File: config.mk
export PLATFORM = sky130hd
export DESIGN_NAME = serial_sub_ctrl
export DESIGN_NICKNAME = d
export VERILOG_FILES = /design/src/rtl/serial_sub_ctrl.sv
export SDC_FILE = /design/constraint.sdc
export NUM_CORES = 1
export LEC_CHECK = 0
export CAP_MARGIN = 5
export CORE_ASPECT_RATIO = 0.6
export CORE_MARGIN = 4
export CORE_UTILIZATION = 45
export DETAILED_ROUTE_END_ITERATION = 10
export PLACE_DENSITY_LB_ADDON = 0.08
export SYNTH_ARGS = -nofsm -noshare
export SYNTH_HDL_FRONTEND = slang
export SYNTH_SLANG_ARGS = --single-unit
File: constraint.sdc
create_clock -name clk -period 1.5 [get_ports clk]
set_input_delay 0.225 -clock clk [delete_from_list [all_inputs] [get_ports clk]]
set_output_delay 0.225 -clock clk [all_outputs]
set_load 0.02 [all_outputs]
File: src/rtl/serial_sub_ctrl.sv
// Bit-serial subtractor sequencer: computes a - b - bin one bit per clock,
// LSB first, and reports difference, borrow, zero and signed overflow.
module serial_sub_ctrl #(
    parameter int WIDTH = 8
) (
    input  logic             clk,
    input  logic             rst,
    input  logic             start,
    input  logic [WIDTH-1:0] a,
    input  logic [WIDTH-1:0] b,
    input  logic             bin,
    output logic             busy,
    output logic             done,
    output logic [WIDTH-1:0] d,
    output logic             bout,
    output logic             zero,
    output logic             ovf
);

    localparam int CW = $clog2(WIDTH);

    typedef enum logic [1:0] {
        IDLE,
        RUN,
        DONE
    } state_t;

    state_t state, state_n;

    logic [WIDTH-1:0] a_sh, b_sh, dsh, d_n;
    logic [CW-1:0]    cnt;
    logic             br, a_msb, b_msb;
    logic             a_i, b_i, hs1_d, hs1_b, hs2_b, d_i, br_n;
    logic             accept, last;

    // Full subtractor as two cascaded half subtractors
    assign a_i   = a_sh[0];
    assign b_i   = b_sh[0];
    assign hs1_d = a_i ^ b_i;
    assign hs1_b = ~a_i & b_i;
    assign d_i   = hs1_d ^ br;
    assign hs2_b = ~hs1_d & br;
    assign br_n  = hs1_b | hs2_b;

    assign d_n    = (dsh >> 1) | ({{(WIDTH-1){1'b0}}, d_i} << (WIDTH-1));
    assign accept = start && (state == IDLE || state == DONE);
    assign last   = (cnt == CW'(WIDTH-1));

    always_ff @(posedge clk) begin
        if (rst) begin
            state <= IDLE;
        end else begin
            state <= state_n;
        end
    end

    always_comb begin
        state_n = state;
        unique case (state)
            IDLE:    if (start) state_n = RUN;
            RUN:     if (last) state_n = DONE;
            DONE:    state_n = start ? RUN : IDLE;
            default: state_n = IDLE;
        endcase
    end

    always_comb begin
        busy = (state == RUN);
        done = (state == DONE);
    end

    always_ff @(posedge clk) begin
        if (rst) begin
            a_sh  <= '0;
            b_sh  <= '0;
            dsh   <= '0;
            cnt   <= '0;
            br    <= 1'b0;
            a_msb <= 1'b0;
            b_msb <= 1'b0;
            d     <= '0;
            bout  <= 1'b0;
            zero  <= 1'b0;
            ovf   <= 1'b0;
        end else if (accept) begin
            a_sh  <= a;
            b_sh  <= b;
            br    <= bin;
            cnt   <= '0;
            a_msb <= a[WIDTH-1];
            b_msb <= b[WIDTH-1];
        end else if (state == RUN) begin
            a_sh <= a_sh >> 1;
            b_sh <= b_sh >> 1;
            dsh  <= d_n;
            br   <= br_n;
            cnt  <= cnt + CW'(1);
            // Results only move on the completion edge
            if (last) begin
                d    <= d_n;
                bout <= br_n;
                zero <= (d_n == '0);
                ovf  <= (a_msb != b_msb) && (d_n[WIDTH-1] != a_msb);
            end
        end
    end

endmodule

==> impl_metrics.csv, run 1 <==
group,metric,value,unit
outcome,status,"complete, but fails checks",
outcome,violations,"negative setup slack",
timing,post-route-worst-setup-slack,-130,ps
worst_setup_path,worst_setup_path_end_kind,"flip-flop",
floorplan,initial_utilization,49.5,%
worst_setup_path,start_kind,"flip-flop",
worst_hold_path,worst_hold_path.endpoint,"d[4]",
place,pre_cts_slack,-93.3,ps
worst_setup_path,cp_slowest_cell,"fa_1",
place,dp_cells,270,
floorplan,die_area,4860,sq um
power_and_ir_drop,powerDensity,1020,nW/um^2
yosys,yosysWarnings,0,
routing,antenna_left,0,
clock_tree,ctsHoldBuffers,0,
clock_tree,cts.clk_slew.worst_paths,90,ps
clock_tree,cts_sinks,42,
yosys,syn_inst,197,
worst_setup_path,r2r-start,"br",
worst_setup_path,path_cells,"inv_1 > fa_1 > or3b_4 > a311oi_2",
worst_hold_path,hp-start,"d[4]",
worst_setup_path,cp_max_fo,2,
routing,drt-wirelength-per-cell,14.1,microns
timing,tightest_slew,348,ps
yosys,synthAdderAreaFrac,2.65,%
yosys,netlist_area,1700,sq um
timing,relSlewSlack,76.6,%
timing,post-route-period-util,109,%
timing,maxSlewViolCount,0,
yosys,synth-compound-area-share,16.3,%
clock_tree,clockRootBuffer,"clkbuf_8",
yosys,syn_avg_cell_area,8.64,sq um
finish,area_growth,31.7,%
timing,report.final.hold_viol_count,0,
yosys,synth_xor_area_share,0.514,%
yosys,synth_fp_nets,220,
worst_hold_path,min_path_cells,2,
job,max_cap_violations,0,
worst_setup_path,crit_arrival,1820,ps
yosys,synth_cell_type_count,31,
routing,first_pass_iters,4,
clock_tree,numCtsBuffers,5,
yosys,muxShareOfSynthArea,1.18,%
timing,final-setup-viol-count,2,
routing,viasPerCell,5.42,
worst_setup_path,crit_type,"flip-flop to flip-flop",
worst_hold_path,hold_class,"flip-flop to flip-flop",
place,hpwl,2720,microns
routing,drt_iter0_drc,103,
yosys,yosysSeqAreaShare,49.4,%
worst_setup_path,ff2ff_path_depth,4,
yosys,synth-simple-area-share,23.3,%
place,port_buffers,32,
clock_tree,insertion_delay,290,ps
yosys,ys_ff_latch,42,
worst_setup_path,rrSetupSlack,-130,ps
routing,drc,0,
finish,final_cells,279,
clock_tree,cts_tree,"done",
power_and_ir_drop,leakagePower,0.926,nW
yosys,synth_top_family_by_area,"simple AND/OR/NAND/NOR gates",
floorplan,die_h,55.7,microns
floorplan,die_w,87.4,microns
power_and_ir_drop,peakVddDrop,0.526,mV
routing,vias,1511,
floorplan,placementRows,16,
floorplan,ios,33,
grt,grt_max_degree,27,
timing,fin_crit,1630,ps
floorplan,core_area,3440,sq um
grt,antenna_found_initial,0,
finish,nets,256,
grt,grt_pass1_wl,6660,microns
worst_setup_path,worstPathRequired,1690,ps
worst_setup_path,r2r_end,"ovf",
finish,drive_above_1_share,14.5,%
place,gp_congestion,0.814,
grt,track_usage,17.4,%
timing,fmax,614,MHz
routing,wirelength,3930,microns
worst_setup_path,critPathMaxStageDelay,470,ps
finish,antenna_cells,0,
timing,clock_skew,10.1,ps
timing,rsz0062_at_grt,"true",
clock_tree,clockBufferDepth,2,
clock_tree,htreeDepth,2,
grt,overflow,0,
grt,grt_pass1_vias,1365,
## routing by layer
metal  track usage, %  vias to the layer above  routed length, microns
met5                0                        -                       0
li1                 -                      750                       -
met1             25.6                      706                    1950
met3             4.44                        5                     298
met2             24.1                       50                    1650
met4             6.56                        0                      32
## power by group
part | switching (mW) | total (mW) | internal (mW)
sequential | 0.0299 | 1.20 | 1.17
clock | 0.386 | 0.756 | 0.370
combinational | 0.170 | 0.328 | 0.158
total | 0.586 | 2.28 | 1.70
## kinds of logic after synthesis
| family | Yosys count |
|---|---|
| and+or+nand+nor | 91 |
| DFF | 42 |
| AOI/OAI and AO/OA | 40 |
| buffers and inverters | 18 |
| adders and majority gates | 3 |
| muxes | 2 |
| xor gates and xnor gates | 1 |
## what timing repair did
action,CTS,global route
gates resized for setup,7,14
setup endpoints to repair,8,23
pin swaps,1,1
setup buffers,0,1
## synthesized netlist by cell type, drive strengths merged
cell / count / area [sq um]
nand2: 51 / 191
dfxtp: 42 / 841
a21oi: 22 / 110
nor2: 13 / 48.8
nor3: 12 / 60.1
buf: 10 / 78.8
a311oi: 9 / 97.6
clkbuf: 5 / 18.8
nand3: 5 / 25.0
o22ai: 4 / 25.0
inv: 3 / 16.3
a22oi: 2 / 15.0
ha: 2 / 25.0
mux2i: 2 / 20.0
nand2b: 2 / 12.5
nand3b: 2 / 15.0
nor4: 2 / 12.5
a2111oi: 1 / 15.0
a211oi: 1 / 7.51
and2b: 1 / 7.51
and3b: 1 / 8.76
fa: 1 / 20.0
nor2b: 1 / 6.26
o21a: 1 / 7.51
or3b: 1 / 8.76
xnor2: 1 / 8.76
## flip-flops by register name, indices dropped and copies added, names as in the netlist
register	flops
a_sh	8
b_sh	8
d	8
dsh	7
cnt	3
state	2
a_msb	1
b_msb	1
bout	1
br	1
ovf	1
zero	1
## worst max-delay path, delay by kind of cell, from the launching register on
kind	cells	cell delay [ps]
buf+inv	1	50
compound gates	1	270
flops	1	340
fa+ha+maj	1	470
simple gates	1	400
## metrics by stage
step	power [mW]	hold slack (ps)	setup TNS [ps]	utilization, %	cell area (sq um)
after floorplan	1.43	384	-49.8	-	1710
after global placement	1.53	443	-14.6	61.1	2100
after detailed placement	1.54	447	-118	61.1	2100
after CTS	2.28	458	-265	64.1	2210
after global routing	2.38	475	-280	65.2	2240
final	2.28	456	-165	65.2	2240
## placed cells by master (no fill, tap or decap), types with 2 or more instances in the layout
master / Yosys / final
a21oi_1: 22 / 22
buf_4: 5 / 7
buf_12: 0 / 3
a311oi_2: 3 / 4
clkdlybuf4s50_1: 0 / 23
dfxtp_1: 42 / 39
a22oi_1: 2 / 2
nand3_1: 5 / 5
nor3_1: 12 / 12
clkbuf_8: 0 / 6
nand2_1: 51 / 51
o22ai_1: 4 / 4
mux2i_1: 2 / 2
dlymetal6s2s_1: 0 / 7
nor4_1: 2 / 2
nor2_1: 13 / 13
nand2b_1: 2 / 2
a311oi_1: 6 / 5
dfxtp_2: 0 / 3
nand3b_1: 2 / 2
## worst max path at each step
stage                  from  endpoint  slack (ps)  depth (start not counted)
floorplan                br       ovf         -50                          4
finish                   br       ovf        -130                          4
detailed placement       br       ovf         -90                          4
CTS                 b_sh[0]       ovf         -70                          4
global placement         br       ovf         -10                          4
global route        b_sh[0]       ovf        -170                          4
## layout make-up
cell class	instances	area, sq um
Sequential cell	42	845
Timing Repair Buffer	44	470
Fill cell	293	1200
Clock inverter	2	12.5
Inverter	3	16.3
Clock buffer	6	82.6
Multi-Input combinational cell	137	761
Tap cell	45	56.3
(Power assumes the default switching activity.)
==> run 2, diff against run 1 <==
--- a/config.mk
+++ b/config.mk
@@ -6,9 +6,9 @@
 export NUM_CORES = 1
 export LEC_CHECK = 0
 export CAP_MARGIN = 5
-export CORE_ASPECT_RATIO = 0.6
+export CORE_ASPECT_RATIO = 0.9
 export CORE_MARGIN = 4
-export CORE_UTILIZATION = 45
+export CORE_UTILIZATION = 35
 export DETAILED_ROUTE_END_ITERATION = 10
 export PLACE_DENSITY_LB_ADDON = 0.08
 export SYNTH_ARGS = -nofsm -noshare
==> run 2 against run 1 <==
  * The flow still finishes with violations (negative setup slack)
  * Core utilization shrank 16 points
  * Global-route usage is 3.7 points lower
  * Final cell count grew 5.4%
  * Critical path type unchanged
  * Critical endpoint unchanged
  * Largest cell class unchanged
==> impl_metrics.csv, run 2 (synthesis gave the netlist of run 1 again) <==
group,metric,value,unit
timing,clock_skew,5.05,ps
finish,drive_above_1_share,13.4,%
place,hpwl,2690,microns
power_and_ir_drop,p_total,2.28,mW
worst_hold_path,hold_class,"flip-flop to flip-flop",
finish,reg_top3,"a_sh x8, b_sh x8, d x8",
timing,relSlewSlack,73.4,%
worst_setup_path,cp_top_family,"adder cells",
clock_tree,insertion_delay,290,ps
routing,first_pass_iters,4,
power_and_ir_drop,powerDensity,1010,nW/um^2
worst_setup_path,path_cells,"inv_2 > fa_1 > or3b_4 > a311oi_2",
routing,drt_iter0_drc,52,
place,dp_cells,286,
clock_tree,numCtsBuffers,5,
routing,drt-wirelength-per-cell,13.3,microns
worst_setup_path,crit_buf_inv,1,
routing,antenna_left,0,
timing,maxSlewViolCount,0,
finish,mostFrequentLayoutCells,"nand2_1, dfxtp_1, clkdlybuf4s50_1",
worst_setup_path,crit_type,"flip-flop to flip-flop",
worst_setup_path,crit_arrival,1750,ps
clock_tree,cts.clk_slew.worst_paths,80,ps
routing,viasPerCell,4.90,
power_and_ir_drop,peakVddDrop,0.377,mV
routing,maxUsedRoutingLayer,"met4",
timing,tightest_slew,398,ps
floorplan,core_area,4580,sq um
finish,fillerInstances,430,
finish,final_common_cell,"nand2_1",
clock_tree,htreeDepth,2,
routing,wl_met3,209,microns
power_and_ir_drop,leakagePower,0.910,nW
worst_setup_path,start_kind,"flip-flop",
grt,grt_max_degree,43,
finish,final_cells,294,
finish,post-route-util,49.0,%
clock_tree,clockBufferDepth,2,
timing,fin_crit,1530,ps
floorplan,die_h,74.2,microns
floorplan,ios,33,
floorplan,die_area,6050,sq um
finish,register_area,843,sq um
clock_tree,clockRootBuffer,"clkbuf_8",
routing,drc,0,
worst_setup_path,cp_slowest_cell,"fa_1",
worst_setup_path,cp_max_fo,2,
outcome,violations,"negative setup slack",
floorplan,initial_utilization,37.2,%
grt,grt_pass1_wl,6310,microns
grt,grt_pass1_vias,1348,
worst_setup_path,critPathMaxStageDelay,470,ps
job,max_cap_violations,0,
outcome,status,"complete, but fails checks",
floorplan,placementRows,23,
timing,fmax,653,MHz
finish,antenna_cells,0,
timing,rsz0062_at_grt,"true",
timing,finalSetupTns,-32.2,ps
timing,report.final.hold_viol_count,0,
finish,area_growth,31.7,%
grt,antenna_found_initial,0,
routing,wl_met1,1890,microns
grt,overflow,0,
timing,post-route-period-util,102,%
clock_tree,post-cts-setup-buffers,0,
place,pre_cts_slack,-38.6,ps
grt,track_usage,13.7,%
timing,post-route-worst-setup-slack,-32.2,ps
finish,nets,254,
timing,final-setup-viol-count,1,
clock_tree,cts_sinks,42,
routing,route.met2.wl,1740,microns
finish,multi_input_area,767,sq um
worst_setup_path,worst_setup_path_end_kind,"flip-flop",
clock_tree,cts_tree,"done",
place,port_buffers,32,
worst_setup_path,worstPathRequired,1710,ps
floorplan,die_w,81.5,microns
place,gp_congestion,0.739,
routing,vias,1441,
routing,wirelength,3910,microns
[run 2: cell types whose count changed in the layout (fill, tap and decap cells not counted)]
cell,delta
clkinvlp_4,-1
buf_8,-1
nor4_1,-1
buf_4,-1
dfxtp_1,+1
nor4_2,+1
clkbuf_1,+1
dfxtp_2,-1
[run 2: power by group]
group	leakage, nW	internal [mW]	switching, mW
Combinational	0.519	0.159	0.168
Sequential	0.343	1.17	0.0314
Clock	0.0482	0.371	0.378
Total	0.910	1.70	0.578
[run 2: per-stage QoR]
step                      instance area, sq um  hold WS, ps
after floorplan                           1710          384
after global placement                    2120          445
after detailed placement                  2120          450
after CTS                                 2210          460
after global routing                      2240          483
final                                     2240          454
[run 2: area by class of cell]
type,instances,area share (%)
inverters,3,0.725
multi-input cells,137,34.2
clock inverters,1,0.223
flip-flops and latches,42,37.6
well taps,62,3.46
clock buffers,7,3.85
repair buffers,42,20.0
[run 2: tightest hold or removal path: stages (launching register included)]
cell and delay, ps:
dfxtp_1 310, nand2_1 50, a21oi_1 50
[run 2: layer usage]
metal | global-route usage [%] | vias up
met3 | 3.75 | 8
met1 | 17.9 | 656
li1 | - | 741
met2 | 21.2 | 36
met5 | 0 | -
met4 | 6.19 | 0
[run 2: what timing repair did]
item                                    CTS  global route
pin swaps                                 1             2
endpoints found under the setup margin    4            19
gates resized for setup                   5            14
hold buffers                              0             0
[run 2: worst paths after layout]
path,end,cells past startpoint,slack (ps),startpoint
worst min register to register,d[3],2,450,d[3]
worst max register to register,ovf,4,-30,b_sh[0]
worst max-delay path,ovf,4,-30,b_sh[0]
worst min-delay path,d[3],2,450,d[3]
==> patch, RTL diff (flow settings as in run 2) <==
Add an input register stage for `start`, `a`, `b` and `bin`, without a reset; this delays them by one clock.
--- a/src/rtl/serial_sub_ctrl.sv
+++ b/src/rtl/serial_sub_ctrl.sv
@@ -25,6 +25,18 @@
         DONE
     } state_t;
 
+    logic start_q;
+    logic [WIDTH-1:0] a_q;
+    logic [WIDTH-1:0] b_q;
+    logic bin_q;
+
+    always_ff @(posedge clk) begin
+        start_q <= start;
+        a_q     <= a;
+        b_q     <= b;
+        bin_q   <= bin;
+    end
+
     state_t state, state_n;
 
     logic [WIDTH-1:0] a_sh, b_sh, dsh, d_n;
@@ -43,7 +55,7 @@
     assign br_n  = hs1_b | hs2_b;
 
     assign d_n    = (dsh >> 1) | ({{(WIDTH-1){1'b0}}, d_i} << (WIDTH-1));
-    assign accept = start && (state == IDLE || state == DONE);
+    assign accept = start_q && (state == IDLE || state == DONE);
     assign last   = (cnt == CW'(WIDTH-1));
 
     always_ff @(posedge clk) begin
@@ -57,9 +69,9 @@
     always_comb begin
         state_n = state;
         unique case (state)
-            IDLE:    if (start) state_n = RUN;
+            IDLE:    if (start_q) state_n = RUN;
             RUN:     if (last) state_n = DONE;
-            DONE:    state_n = start ? RUN : IDLE;
+            DONE:    state_n = start_q ? RUN : IDLE;
             default: state_n = IDLE;
         endcase
     end
@@ -83,12 +95,12 @@
             zero  <= 1'b0;
             ovf   <= 1'b0;
         end else if (accept) begin
-            a_sh  <= a;
-            b_sh  <= b;
-            br    <= bin;
+            a_sh  <= a_q;
+            b_sh  <= b_q;
+            br    <= bin_q;
             cnt   <= '0;
-            a_msb <= a[WIDTH-1];
-            b_msb <= b[WIDTH-1];
+            a_msb <= a_q[WIDTH-1];
+            b_msb <= b_q[WIDTH-1];
         end else if (state == RUN) begin
             a_sh <= a_sh >> 1;
             b_sh <= b_sh >> 1;
Function: changed (Yosys sat finds a counterexample within 4 cycles, from zero or initial values and one cycle with rst high).
==> patch against run 2 <==
Clock skew is 0.0015 ns higher; sequential cell count is 18 higher; cell area is 21% higher; synthesized area is 21% higher; die area is 19% higher; total power is 49% higher; first-iteration DRC count is 52% higher; wire length is 9.9% higher; synthesized cell count is 8.6% higher; sequential share of layout area is 6.7 points higher; sequential power is 43% higher; setup slack better by 0.033 ns.
==> patch: results (changes against run 2) <==
worst hold path class=in2reg; XOR/XNOR Fraction of Synth Area=0.426% (-0.089 points); mux share of post-synthesis cell area=0.973% (-0.20 points); Post-Synth Adder-Cell Area=2.19% (-0.46 points); post-synth cell types=30 (-3.2%); H-tree depth=3 (+1); # clk buffers=10 (+3); Fillers=549 (+28%); run status=finished clean; non-clk buf share=17.0% (-2.9 points); post-CTS sizing=12 (+7); post-synthesis compound-gate area fraction=13.9% (-2.4 points); Tightest Pin Transition=0.294 ns (-0.105 ns); Place WS=-0.0600 ns (-0.0214 ns); Seq/total area=44.3% (+6.7 points); Seq. pwr=0.00171 W (+43%); Clock Skew=0.00655 ns (+0.00150 ns); endpoints failing setup=0 (-1); syn_nets=237 (+7.7%); Detail Placement HPWL=2.68 mm (-0.24%); Routed wire per std cell=13.0 um (-2.4%); Reg power frac=50.5% (-2.2 points); clock distribution power=0.00135 W (+80%); Pleak=1.11 nW (+22%); multi-input gates=136 (-0.73%); seq_cells=60 (+43%); drt initial violations=79 (+52%)
patch: path summary, 6_finish.rpt:
check | start | end | slack [ns] | cells past startpoint
hold / removal | b[6] | b_q[6]$_DFF_P_ | 0.33 | 1
setup reg to reg | br$_SDFFE_PP0P_ | ovf$_SDFFE_PP0P_ | 0.0004 | 4
hold reg to reg | d[2]$_SDFFE_PP0P_ | d[2]$_SDFFE_PP0P_ | 0.45 | 2
setup / recovery | br$_SDFFE_PP0P_ | ovf$_SDFFE_PP0P_ | 0.0004 | 4
patch: per-layer routing:
| metal | up-vias | GRT usage (%) | share of wire (%) |
|---|---|---|---|
| met1 | 705 | 17.8 | 52 |
| met5 | - | 0 | 0 |
| met4 | 0 | 4.98 | 1.1 |
| met3 | 4 | 6.46 | 6.5 |
| li1 | 817 | - | - |
| met2 | 34 | 18.5 | 40 |
patch: logic make-up (layout without fill, tap and decap cells):
group | after synthesis | in the layout
AO/OA/AOI/OAI | 41 | 41
adder cells (fa/ha/maj) | 3 | 3
AND/OR/NAND/NOR | 89 | 89
multiplexers | 2 | 2
buffers and inverters | 18 | 65
flip-flops | 60 | 60
XOR/XNOR | 1 | 1
patch: metrics by stage:
step	setup TNS [ns]	cells	instance area, um^2
5_1_grt	-0.0223	331	2710
6_report	0	331	2710
4_1_cts	0	331	2700
3_5_place_dp	-0.0633	315	2520
2_1_floorplan	-0.0486	214	2060
3_3_place_gp	-0.0220	315	2520
patch: worst max-delay path: cells and delay by family (launching register included):
| family | cells | cell delay [ns] |
|---|---|---|
| AND/OR/NAND/NOR | 1 | 0.39 |
| flip-flops | 1 | 0.33 |
| adder cells (fa/ha/maj) | 1 | 0.48 |
| AO/OA/AOI/OAI | 1 | 0.19 |
| buffers and inverters | 1 | 0.04 |
